<file path="src/rtl/usb_bus_arb.sv">
// Two-port round-robin arbiter for the USB core CSR/EP-status bus.
// It serialises CPU (port 0) and DMA (port 1) accesses, times each one out, and leaves an idle gap between them.
module usb_bus_arb #(
    parameter int TIMEOUT = 64,
    parameter int TW      = $clog2(TIMEOUT + 1)
) (
    input  logic        clk,
    input  logic        rst,
    input  logic        r0_cyc_i,
    input  logic        r0_we_i,
    input  logic [11:0] r0_addr_i,
    input  logic [15:0] r0_din_i,
    output logic [15:0] r0_dout_o,
    output logic        r0_ack_o,
    output logic        r0_err_o,
    input  logic        r1_cyc_i,
    input  logic        r1_we_i,
    input  logic [11:0] r1_addr_i,
    input  logic [15:0] r1_din_i,
    output logic [15:0] r1_dout_o,
    output logic        r1_ack_o,
    output logic        r1_err_o,
    output logic [11:0] bus_addr_o,
    output logic [15:0] bus_din_o,
    output logic        bus_we_o,
    output logic        bus_cyc_o,
    input  logic [15:0] bus_dout_i,
    input  logic        bus_ack_i
);

    typedef enum logic [1:0] {IDLE, XFER, GAP} state_e;

    state_e          state_q, state_d;
    logic            grant_q, grant_d;
    logic            last_grant_q, last_grant_d;
    logic            abort_q, abort_d;
    logic [TW-1:0]   timer_q, timer_d;
    logic [11:0]     addr_q, addr_d;
    logic [15:0]     din_q, din_d;
    logic            we_q, we_d;
    logic            cyc_q, cyc_d;
    logic [15:0]     dout0_q, dout0_d, dout1_q, dout1_d;
    logic            ack0_q, ack0_d, ack1_q, ack1_d;
    logic            err0_q, err0_d, err1_q, err1_d;

    logic            pick;
    logic            owner_cyc;
    logic            keep;
    logic [15:0]     rdata;

    // NOTE: every _d gets its hold value first, so no path through the case can infer a latch.
    always_comb begin
        state_d      = state_q;
        grant_d      = grant_q;
        last_grant_d = last_grant_q;
        abort_d      = abort_q;
        timer_d      = timer_q;
        addr_d       = addr_q;
        din_d        = din_q;
        we_d         = we_q;
        cyc_d        = cyc_q;
        dout0_d      = dout0_q;
        dout1_d      = dout1_q;
        ack0_d       = 1'b0;
        ack1_d       = 1'b0;
        err0_d       = 1'b0;
        err1_d       = 1'b0;

        pick      = (r0_cyc_i && r1_cyc_i) ? ~last_grant_q : r1_cyc_i;
        owner_cyc = grant_q ? r1_cyc_i : r0_cyc_i;
        // A requester that let go at any point during the access gets no completion.
        keep      = ~abort_q & owner_cyc;
        rdata     = (bus_ack_i && !we_q) ? bus_dout_i : 16'h0000;

        unique case (state_q)
            IDLE: begin
                if (r0_cyc_i || r1_cyc_i) begin
                    grant_d = pick;
                    addr_d  = pick ? r1_addr_i : r0_addr_i;
                    din_d   = pick ? r1_din_i  : r0_din_i;
                    we_d    = pick ? r1_we_i   : r0_we_i;
                    cyc_d   = 1'b1;
                    abort_d = 1'b0;
                    timer_d = TW'(TIMEOUT - 1);
                    state_d = XFER;
                end
            end
            XFER: begin
                abort_d = ~keep;
                if (bus_ack_i || timer_q == '0) begin
                    cyc_d        = 1'b0;
                    last_grant_d = grant_q;
                    state_d      = GAP;
                    if (keep) begin
                        if (grant_q) begin
                            ack1_d  = 1'b1;
                            err1_d  = ~bus_ack_i;
                            dout1_d = rdata;
                        end else begin
                            ack0_d  = 1'b1;
                            err0_d  = ~bus_ack_i;
                            dout0_d = rdata;
                        end
                    end
                end else begin
                    timer_d = timer_q - TW'(1);
                end
            end
            GAP:     state_d = IDLE;
            default: state_d = IDLE;
        endcase
    end

    // NOTE: state registers use non-blocking assignments so every flop samples pre-edge values.
    always_ff @(posedge clk or posedge rst) begin
        if (rst) begin
            state_q      <= IDLE;
            grant_q      <= 1'b0;
            last_grant_q <= 1'b1;
            abort_q      <= 1'b0;
            timer_q      <= '0;
            addr_q       <= '0;
            din_q        <= '0;
            we_q         <= 1'b0;
            cyc_q        <= 1'b0;
            dout0_q      <= '0;
            dout1_q      <= '0;
            ack0_q       <= 1'b0;
            ack1_q       <= 1'b0;
            err0_q       <= 1'b0;
            err1_q       <= 1'b0;
        end else begin
            state_q      <= state_d;
            grant_q      <= grant_d;
            last_grant_q <= last_grant_d;
            abort_q      <= abort_d;
            timer_q      <= timer_d;
            addr_q       <= addr_d;
            din_q        <= din_d;
            we_q         <= we_d;
            cyc_q        <= cyc_d;
            dout0_q      <= dout0_d;
            dout1_q      <= dout1_d;
            ack0_q       <= ack0_d;
            ack1_q       <= ack1_d;
            err0_q       <= err0_d;
            err1_q       <= err1_d;
        end
    end

    assign bus_addr_o = addr_q;
    assign bus_din_o  = din_q;
    assign bus_we_o   = we_q;
    assign bus_cyc_o  = cyc_q;
    assign r0_dout_o  = dout0_q;
    assign r0_ack_o   = ack0_q;
    assign r0_err_o   = err0_q;
    assign r1_dout_o  = dout1_q;
    assign r1_ack_o   = ack1_q;
    assign r1_err_o   = err1_q;

endmodule
</file>
<file path="config.mk">
export PLATFORM = sky130hd
export DESIGN_NAME = usb_bus_arb
export DESIGN_NICKNAME = d
export VERILOG_FILES = /design/src/rtl/usb_bus_arb.sv
export SDC_FILE = /design/constraint.sdc
export NUM_CORES = 1
export LEC_CHECK = 0
export ABC_AREA = 1
export BUFFER_PORTS_ARGS = -buffer_cell sky130_fd_sc_hd__buf_2
export CAP_MARGIN = 20
export CORE_MARGIN = 8
export CORE_UTILIZATION = 45
export CTS_BUF_LIST = sky130_fd_sc_hd__clkbuf_2
export CTS_CLUSTER_SIZE = 24
export DETAILED_ROUTE_END_ITERATION = 10
export GPL_TIMING_DRIVEN = 0
export PLACE_DENSITY_LB_ADDON = 0.25
export SYNTH_ARGS = -nofsm -noshare
export SYNTH_HDL_FRONTEND = slang
export SYNTH_SLANG_ARGS = --single-unit
</file>
<file path="constraint.sdc">
create_clock -name clk -period 3.5 [get_ports clk]
set_clock_uncertainty 0.05 [all_clocks]
set_input_delay 0.35 -clock clk [delete_from_list [all_inputs] [get_ports clk]]
set_output_delay 0.35 -clock clk [all_outputs]
set_load 0.05 [all_outputs]
</file>
# --- Yosys cells after proc, flatten, opt, wreduce, memory -nomap -nowiden ---
# Cells that the tools add are included.
totals:
  regBits: 78
  inputBits: 79
  out_inout_bits: 66
  elab_cells: 75
op_classes:
  n_addsub: 1
  eq_ne: 4
  muxes: 33
  bitwise_logic: 6
  n_reduce_logical: 16
op_table:
  columns: ["op", "count"]
  rows:
  - ["2-to-1 mux 16 bit", 2]
  - ["2-to-1 mux 1 bit", 22]
  - ["2-to-1 mux 7 bit", 2]
  - ["one-hot mux 7 bit (2 select lines)", 1]
  - ["2-to-1 mux 12 bit", 1]
  - ["AND reduction 2 bit", 4]
  - ["AND reduction 4 bit", 2]
  - ["zero test 7 bit", 1]
  - ["subtractor 7 x 1 -> 7 bit (second input constant)", 1]
  - ["!= test 2 bit (second input constant)", 3]
  - ["AND reduction 3 bit", 2]
  - ["inverter 1 bit", 5]
  - ["2-to-1 mux 2 bit", 2]
  - ["one-hot mux 1 bit (2 select lines)", 2]
  - ["one-hot mux 2 bit (2 select lines)", 1]
  - ["equality test 2 x 1 -> 1 bit (second input constant)", 1]
  - ["logical AND 1 bit", 2]
  - ["zero test 2 bit", 1]
  - ["logical OR 1 bit", 2]
  - ["nonzero test 2 bit", 1]
  - ["AND 1 bit", 1]
  - ["zero test 1 bit", 1]

# --- Depth between registers and ports, before layout ---
# Gate-level depths: netlist of the first run.
depth:
  ltp_word: 5
  depth_mapped: 10
  ltp_nobuf: 9

# --- Worst setup path after synthesis of the first run ---
# OpenSTA, ideal clock, no wires.
synth_path:
  path_kind: "register -> register"
  start: "reg timer_q[0]"
  end: "reg dout1_q[0], in the netlist r1_dout_o[0]"
  arrival_time_ns: 1.503
  required_ns: 3.331
  path_slack_ns: 1.827
  path_stages_with_launch: 11
  path_buffers: 1
  period_less_slack_ns: 1.673
  cell_sequence: "dfrtp_1 inv_1 ha_1 inv_1 nor2_1 nand3_1 nand2_4 nand3_2 buf_2 nand2_1 nand2_1"
synth_between:
  elab_chain_cells: 3
synth_lines:
  columns: ["item", "line", "source"]
  rows:
  - ["start, declared", "37", "logic [TW-1:0] timer_q, timer_d;"]
  - ["start signal, assigned", "137", "timer_q <= timer_d;"]
  - ["zero test 7 bit", "90", "if (bus_ack_i || timer_q == '0) begin"]
  - ["logical OR 1 bit", "90", null]
  - ["AND reduction 4 bit (no source line)", null, null]
  - ["end signal, assigned", "143", "dout1_q <= dout1_d;"]
  - ["end, declared", "42", "logic [15:0] dout0_q, dout0_d, dout1_q, dout1_d;"]
# No other way between the ends.
# A chain may end at the register's enable or synchronous reset.

# --- Worst setup path after layout of the first run ---
layout_path:
  start: "reg timer_q[0]"
  end: "reg dout1_q[3], in the netlist r1_dout_o[3]"
# The elaborated chain is that of the path after synthesis.

==> results.sh, run 1 <==
export IMPL_start_util_pct=46.5
export IMPL_power_leakage_nw=2.60
export IMPL_antenna_found_initial=0
export IMPL_gr_usage_all_layers_pct=18.3
export IMPL_cp_required_ns=3.84
export IMPL_postCtsSetupBuffers=0
export IMPL_gp_congestion=0.819
export IMPL_hp_class="in2reg"
export IMPL_power_per_cell_area_mw_per_mm2=972
export IMPL_maxSlewHeadroom_pct=69.0
export IMPL_ios=145
export IMPL_met3WireLength_um=995
export IMPL_dr_pass1_iters=4
export IMPL_area_growth_pct=27.8
export IMPL_nFillCells=730
export IMPL_rsz0062_at_grt="false"
export IMPL_ys_seq_area_share_pct=54.4
export IMPL_cts_tree="done"
export IMPL_vdd_ir_drop_worst_uv=612
export IMPL_period_needed_ns=2.01
export IMPL_hold_viol=0
export IMPL_synth_fp_nets=517
export IMPL_dr_wl_met2_mm=4.60
export IMPL_power_frac_comb_pct=56.0
export IMPL_postRouteAntennaNets=0
export IMPL_max_freq_ghz=0.498
export IMPL_cp_end_kind="register"
export IMPL_cts_path_max_buffers=2
export IMPL_die_w_um=105
export IMPL_design_die_area_sq_mm=0.0111
export IMPL_setup_viol=0
export IMPL_core_sq_mm=0.00773
export IMPL_final_layout_size_suffix_gt1_share_pct=31.4
export IMPL_outcome="finished, final reports clean"
export IMPL_wl_met1_mm=4.28
export IMPL_yosysWarnings=0
export IMPL_drt_iter0_drc=142
export IMPL_pwr_share_seq_pct=33.5
export IMPL_whs_ns=0.0601
export IMPL_switching_share_pct=55.3
export IMPL_cts_clk_slew_worst_paths_ns=0.22
export IMPL_crit_path_start_kind="register"
export IMPL_p_int_w=0.00200
export IMPL_antenna_cells=0
export IMPL_drc=0
export IMPL_grt_pass1_vias=3643
export IMPL_synth_cell_area_sq_mm=0.00359
export IMPL_grt_pass1_wl_mm=16.9
export IMPL_cts_root_buf="clkbuf_2"
export IMPL_grt_remaining_overflow=0
export IMPL_worstPathArrival_ns=2.35
export IMPL_dieHeight_um=105
export IMPL_routedWlPerCell_um=14.3
export IMPL_postSynthAreaPerCell_sq_um=8.22
export IMPL_path_max_fanout=10
export IMPL_layout_commonest_cell="buf_2"
export IMPL_synth_cells=437
export IMPL_worst_pin_slew_ns=0.466
export IMPL_vias_per_cell=5.00
export IMPL_clk_latency_ns=0.48
export IMPL_top_layer_used="met4"
export IMPL_final_cell_mix="buf_2, nand2_1, dfrtp_1"
export IMPL_yosysTopAreaCell="dfrtp_1"
export IMPL_synth_top_cell_area_share_pct=53.6
export IMPL_fin_tns_setup_ns=0
export IMPL_grt_max_degree=63
export IMPL_p_switching_w=0.00247
export IMPL_ys_types=26
export IMPL_synth_area_leaders="dfrtp_1, nand2_1, o21ai_0"
export IMPL_final_nets=674
export IMPL_synth_edff_count=0
export IMPL_ys_seq_elements=78
export IMPL_cts_max_level=3
export IMPL_routed_wl_mm=9.98
export IMPL_maxSlewViolCount=0
export IMPL_vias=3498
export IMPL_synth_top_flop_cell="dfrtp_1"
export IMPL_rows=32
export IMPL_cts_sinks=78
export IMPL_synthArstFlopShare_pct=100
export IMPL_hpwl_mm=7.67
export IMPL_fin_crit_sh_pct=57.4
export IMPL_cap_violations=0
export IMPL_cts_buffers=9
export IMPL_p_clk_share_pct=10.6
export IMPL_io_buffer_count=144
export IMPL_crit_type="reg2reg"
-- cell type report --
cell class / instances / area (sq um) / share of cell area (%)
multi-input combinational: 299 / 1390 / 30.3
inverter: 37 / 141 / 3.08
clock buffer: 10 / 50.0 / 1.09
timing repair buffer: 146 / 758 / 16.5
clock inverter: 5 / 61.3 / 1.34
sequential: 78 / 1950 / 42.5
tap: 102 / 128 / 2.78
buffer: 23 / 108 / 2.34
-- Yosys cell counts, types with 2 or more instances --
cell type / count
nand2_1: 123
dfrtp_1: 77
o21ai_0: 56
nor2_1: 50
nand4_1: 36
inv_1: 30
nand3_1: 16
clkbuf_1: 12
buf_2: 8
inv_2: 7
o21ai_1: 4
nand3b_1: 2
nor2_2: 2
nor2_4: 2
-- path summary, 6_finish.rpt --
| check | from | endpoint | slack [ns] | cells past startpoint |
|---|---|---|---|---|
| max | timer_q[0]$_DFFE_PP0P_ | r1_dout_o[3]$_DFFE_PP0P_ | 1.49 | 10 |
| min reg2reg | r1_dout_o[0]$_DFFE_PP0P_ | r1_dout_o[0]$_DFFE_PP0P_ | 0.44 | 2 |
| min in group asynchronous | rst | bus_din_o[9]$_DFFE_PP0P_ | 0.26 | 3 |
| max reg2reg | timer_q[0]$_DFFE_PP0P_ | r1_dout_o[3]$_DFFE_PP0P_ | 1.49 | 10 |
| min | r1_we_i | bus_we_o$_DFFE_PP0P_ | 0.06 | 3 |
| max in group asynchronous | rst | last_grant_q$_DFFE_PP1P_ | 2.53 | 4 |
-- per-stage QoR --
step | area [sq um] | power, W | utilization, % | worst slack (ns) | instances
2_1_floorplan | 3590 | 0.00336 | - | 1.11 | 437
3_3_place_gp | 4440 | 0.00398 | 57.5 | 0.173 | 683
3_5_place_dp | 4470 | 0.00403 | 57.9 | 1.53 | 684
4_1_cts | 4590 | 0.00450 | 59.4 | 1.48 | 700
5_1_grt | 4590 | 0.00478 | 59.4 | 1.32 | 700
6_report | 4590 | 0.00446 | 59.4 | 1.49 | 700
-- worst max-delay path, cell delays in order, from the launching register on --
cell	delay [ns]
dfrtp_1	0.45
inv_1	0.14
ha_1	0.26
inv_1	0.07
nor2_1	0.09
nand3_1	0.14
nand2_4	0.17
nand3_2	0.19
buf_2	0.25
nand2_1	0.08
nand2_1	0.05
-- state kept, by name, summed over array words and instances (netlist names), 2 cells and up --
name,count
bus_din_o,16
r0_dout_o,16
r1_dout_o,16
bus_addr_o,12
timer_q,7
state_q,2
-- kinds of logic (layout without fill, tap and decap cells) --
| logic type | count (synthesis) | after routing | synth area share, % |
|---|---|---|---|
| AOI/OAI and AO/OA | 63 | 63 | 9.20 |
| adders and majority gates | 1 | 1 | 0.348 |
| buffers and inverters | 60 | 221 | 6.86 |
| DFF | 78 | 78 | 54.4 |
| and+or+nand+nor | 235 | 235 | 29.2 |
-- repair_timing --
item,in CTS,in global routing
endpoints found under the hold margin,16,0
gates resized for setup,0,0
hold buffers,1,0
endpoints found under the setup margin,0,0
-- power by group through the flow --
stage | clock, W | combinational (W) | sequential [W]
after global routing | 0.000530 | 0.00271 | 0.00154
after detailed placement | 0 | 0.00253 | 0.00150
after floorplan | 0 | 0.000808 | 0.00256
final | 0.000471 | 0.00250 | 0.00149
after global placement | 0 | 0.00248 | 0.00150
after CTS | 0.000484 | 0.00252 | 0.00149
-- metal layers --
metal	track usage [%]	vias up
li1	-	1740
met1	22.1	1601
met2	28.9	146
met3	7.43	11
met4	6.42	0
met5	0	-
No activity file was read; power rests on OpenSTA's default activity.
==> run 2, diff against run 1 <==
- clock period: 3.5 -> 2 ns (I/O delays scaled with it)
==> run 2 against run 1 <==
Sequential cell count unchanged. Routed wire length is 19% higher. Register-to-register slack worse by 1.3 ns. Sequential share of layout area down 6.5 points. Count of clock-buffer cells in the layout shrank 1. Largest power group unchanged. Highest routed layer is now met5.
==> results.sh, run 2 (synthesis results as in run 1) <==
export IMPL_outcome="finished, final reports clean"
export IMPL_final_layout_size_suffix_gt1_share_pct=28.8
export IMPL_cp_required_ns=2.37
export IMPL_hold_viol=0
export IMPL_gp_congestion=0.817
export IMPL_hp_class="in2reg"
export IMPL_maxSlewHeadroom_pct=41.7
export IMPL_io_buffer_count=144
export IMPL_cts_sinks=78
export IMPL_drc=0
export IMPL_dpl_cell_count=684
export IMPL_routedWlPerCell_um=15.3
export IMPL_vias=3891
export IMPL_dr_pass1_iters=5
export IMPL_cts_path_max_buffers=2
export IMPL_power_leakage_nw=2.94
export IMPL_grt_remaining_overflow=0
export IMPL_gr_usage_all_layers_pct=21.4
export IMPL_design_die_area_sq_mm=0.0111
export IMPL_vdd_ir_drop_worst_uv=831
export IMPL_drt_iter0_drc=210
export IMPL_regToRegSetupSlack_ns=0.20
export IMPL_antenna_found_initial=2
export IMPL_core_sq_mm=0.00773
export IMPL_vias_per_cell=4.99
export IMPL_hpwl_mm=7.62
export IMPL_cp_end_kind="register"
export IMPL_ios=145
export IMPL_power_per_cell_area_mw_per_mm2=1510
export IMPL_cts_tree="done"
export IMPL_rows=32
export IMPL_start_util_pct=46.5
export IMPL_routed_wl_mm=11.9
export IMPL_max_freq_ghz=0.556
export IMPL_cts_max_level=3
export IMPL_cts_root_buf="clkbuf_2"
export IMPL_path_max_fanout=10
export IMPL_final_nets=752
export IMPL_layout_commonest_cell="buf_2"
export IMPL_maxSlewViolCount=0
export IMPL_cts_buffers=9
export IMPL_die_w_um=105
export IMPL_period_needed_ns=1.80
export IMPL_clk_latency_ns=0.49
export IMPL_setup_viol=0
export IMPL_postRouteAntennaNets=0
export IMPL_crit_path_start_kind="register"
export IMPL_crit_type="reg2reg"
export IMPL_final_cell_mix="buf_2, nand2_1, dfrtp_1"
export IMPL_worstPathArrival_ns=2.17
export IMPL_area_growth_pct=50.7
export IMPL_cap_violations=0
export IMPL_dieHeight_um=105
export IMPL_grt_pass1_vias=4062
export IMPL_fin_crit_sh_pct=90.0
export IMPL_worst_pin_slew_ns=0.872
export IMPL_cts_clk_slew_worst_paths_ns=0.22
export IMPL_final_cells=780
export IMPL_grt_pass1_wl_mm=19.8
export IMPL_grt_max_degree=42
export IMPL_fin_tns_setup_ns=0
export IMPL_rsz0062_at_grt="false"
run 2: critical path, cell delays in order, from the launching register on:
cell and delay [ns]:
dfrtp_1 0.46, inv_2 0.10, ha_2 0.21, inv_1 0.07, nor2_1 0.12, nand3_2 0.12, nand2_4 0.15, nand3_4 0.12
buf_4 0.21, nand2_1 0.07, nand2_1 0.05
run 2: layer usage:
| metal | GRT usage, % | share of wire, % |
|---|---|---|
| met3 | 8.22 | 12 |
| met4 | 8.66 | 2.0 |
| met1 | 26.1 | 41 |
| met5 | 0 | 0.067 |
| met2 | 33.3 | 45 |
run 2: power by group:
part | internal, W | switching (W) | total (W)
combinational | 0.00110 | 0.00348 | 0.00458
clock | 0.000418 | 0.000567 | 0.000985
sequential | 0.00222 | 0.000406 | 0.00262
run 2: layout make-up:
type | count | area (sq um)
clock inverters | 7 | 97.6
inverters | 37 | 143
flip-flops and latches | 78 | 1950
plain buffers | 23 | 110
diodes | 1 | 2.50
multi-input cells | 299 | 1410
fillers | 587 | 2310
clock buffers | 9 | 45.0
well taps | 102 | 128
repair buffers | 224 | 1520
run 2: repair_timing:
action,4_1_cts,5_1_grt
hold endpoints to repair,100,0
setup buffers,0,3
hold buffers,76,0
resized for setup,1,5
setup endpoints to repair,3,32
pin swaps,0,1
run 2: worst paths after layout:
kind	end	depth (start not counted)	from
setup / recovery	r1_dout_o[7]$_DFFE_PP0P_	10	timer_q[0]$_DFFE_PP0P_
hold / removal	bus_din_o[6]$_DFFE_PP0P_	5	r0_cyc_i
setup reg to reg	r1_dout_o[7]$_DFFE_PP0P_	10	timer_q[0]$_DFFE_PP0P_
max in group asynchronous	r0_dout_o[15]$_DFFE_PP0P_	4	rst
hold reg to reg	r1_dout_o[14]$_DFFE_PP0P_	2	r1_dout_o[14]$_DFFE_PP0P_
min in group asynchronous	bus_addr_o[3]$_DFFE_PP0P_	3	rst
run 2: per-stage QoR:
step | worst slack (ns) | total power (W) | utilization (%) | area, sq um | hold slack, ns
5_1_grt | 0.0120 | 0.00872 | 70.1 | 5420 | 0.107
2_1_floorplan | 0.327 | 0.00589 | - | 3600 | 0.321
4_1_cts | 0.0153 | 0.00814 | 69.5 | 5370 | 0.0650
3_3_place_gp | 0.113 | 0.00695 | 57.5 | 4440 | 0.400
6_report | 0.201 | 0.00819 | 70.1 | 5420 | 0.135
3_5_place_dp | 0.0559 | 0.00704 | 57.8 | 4460 | 0.372
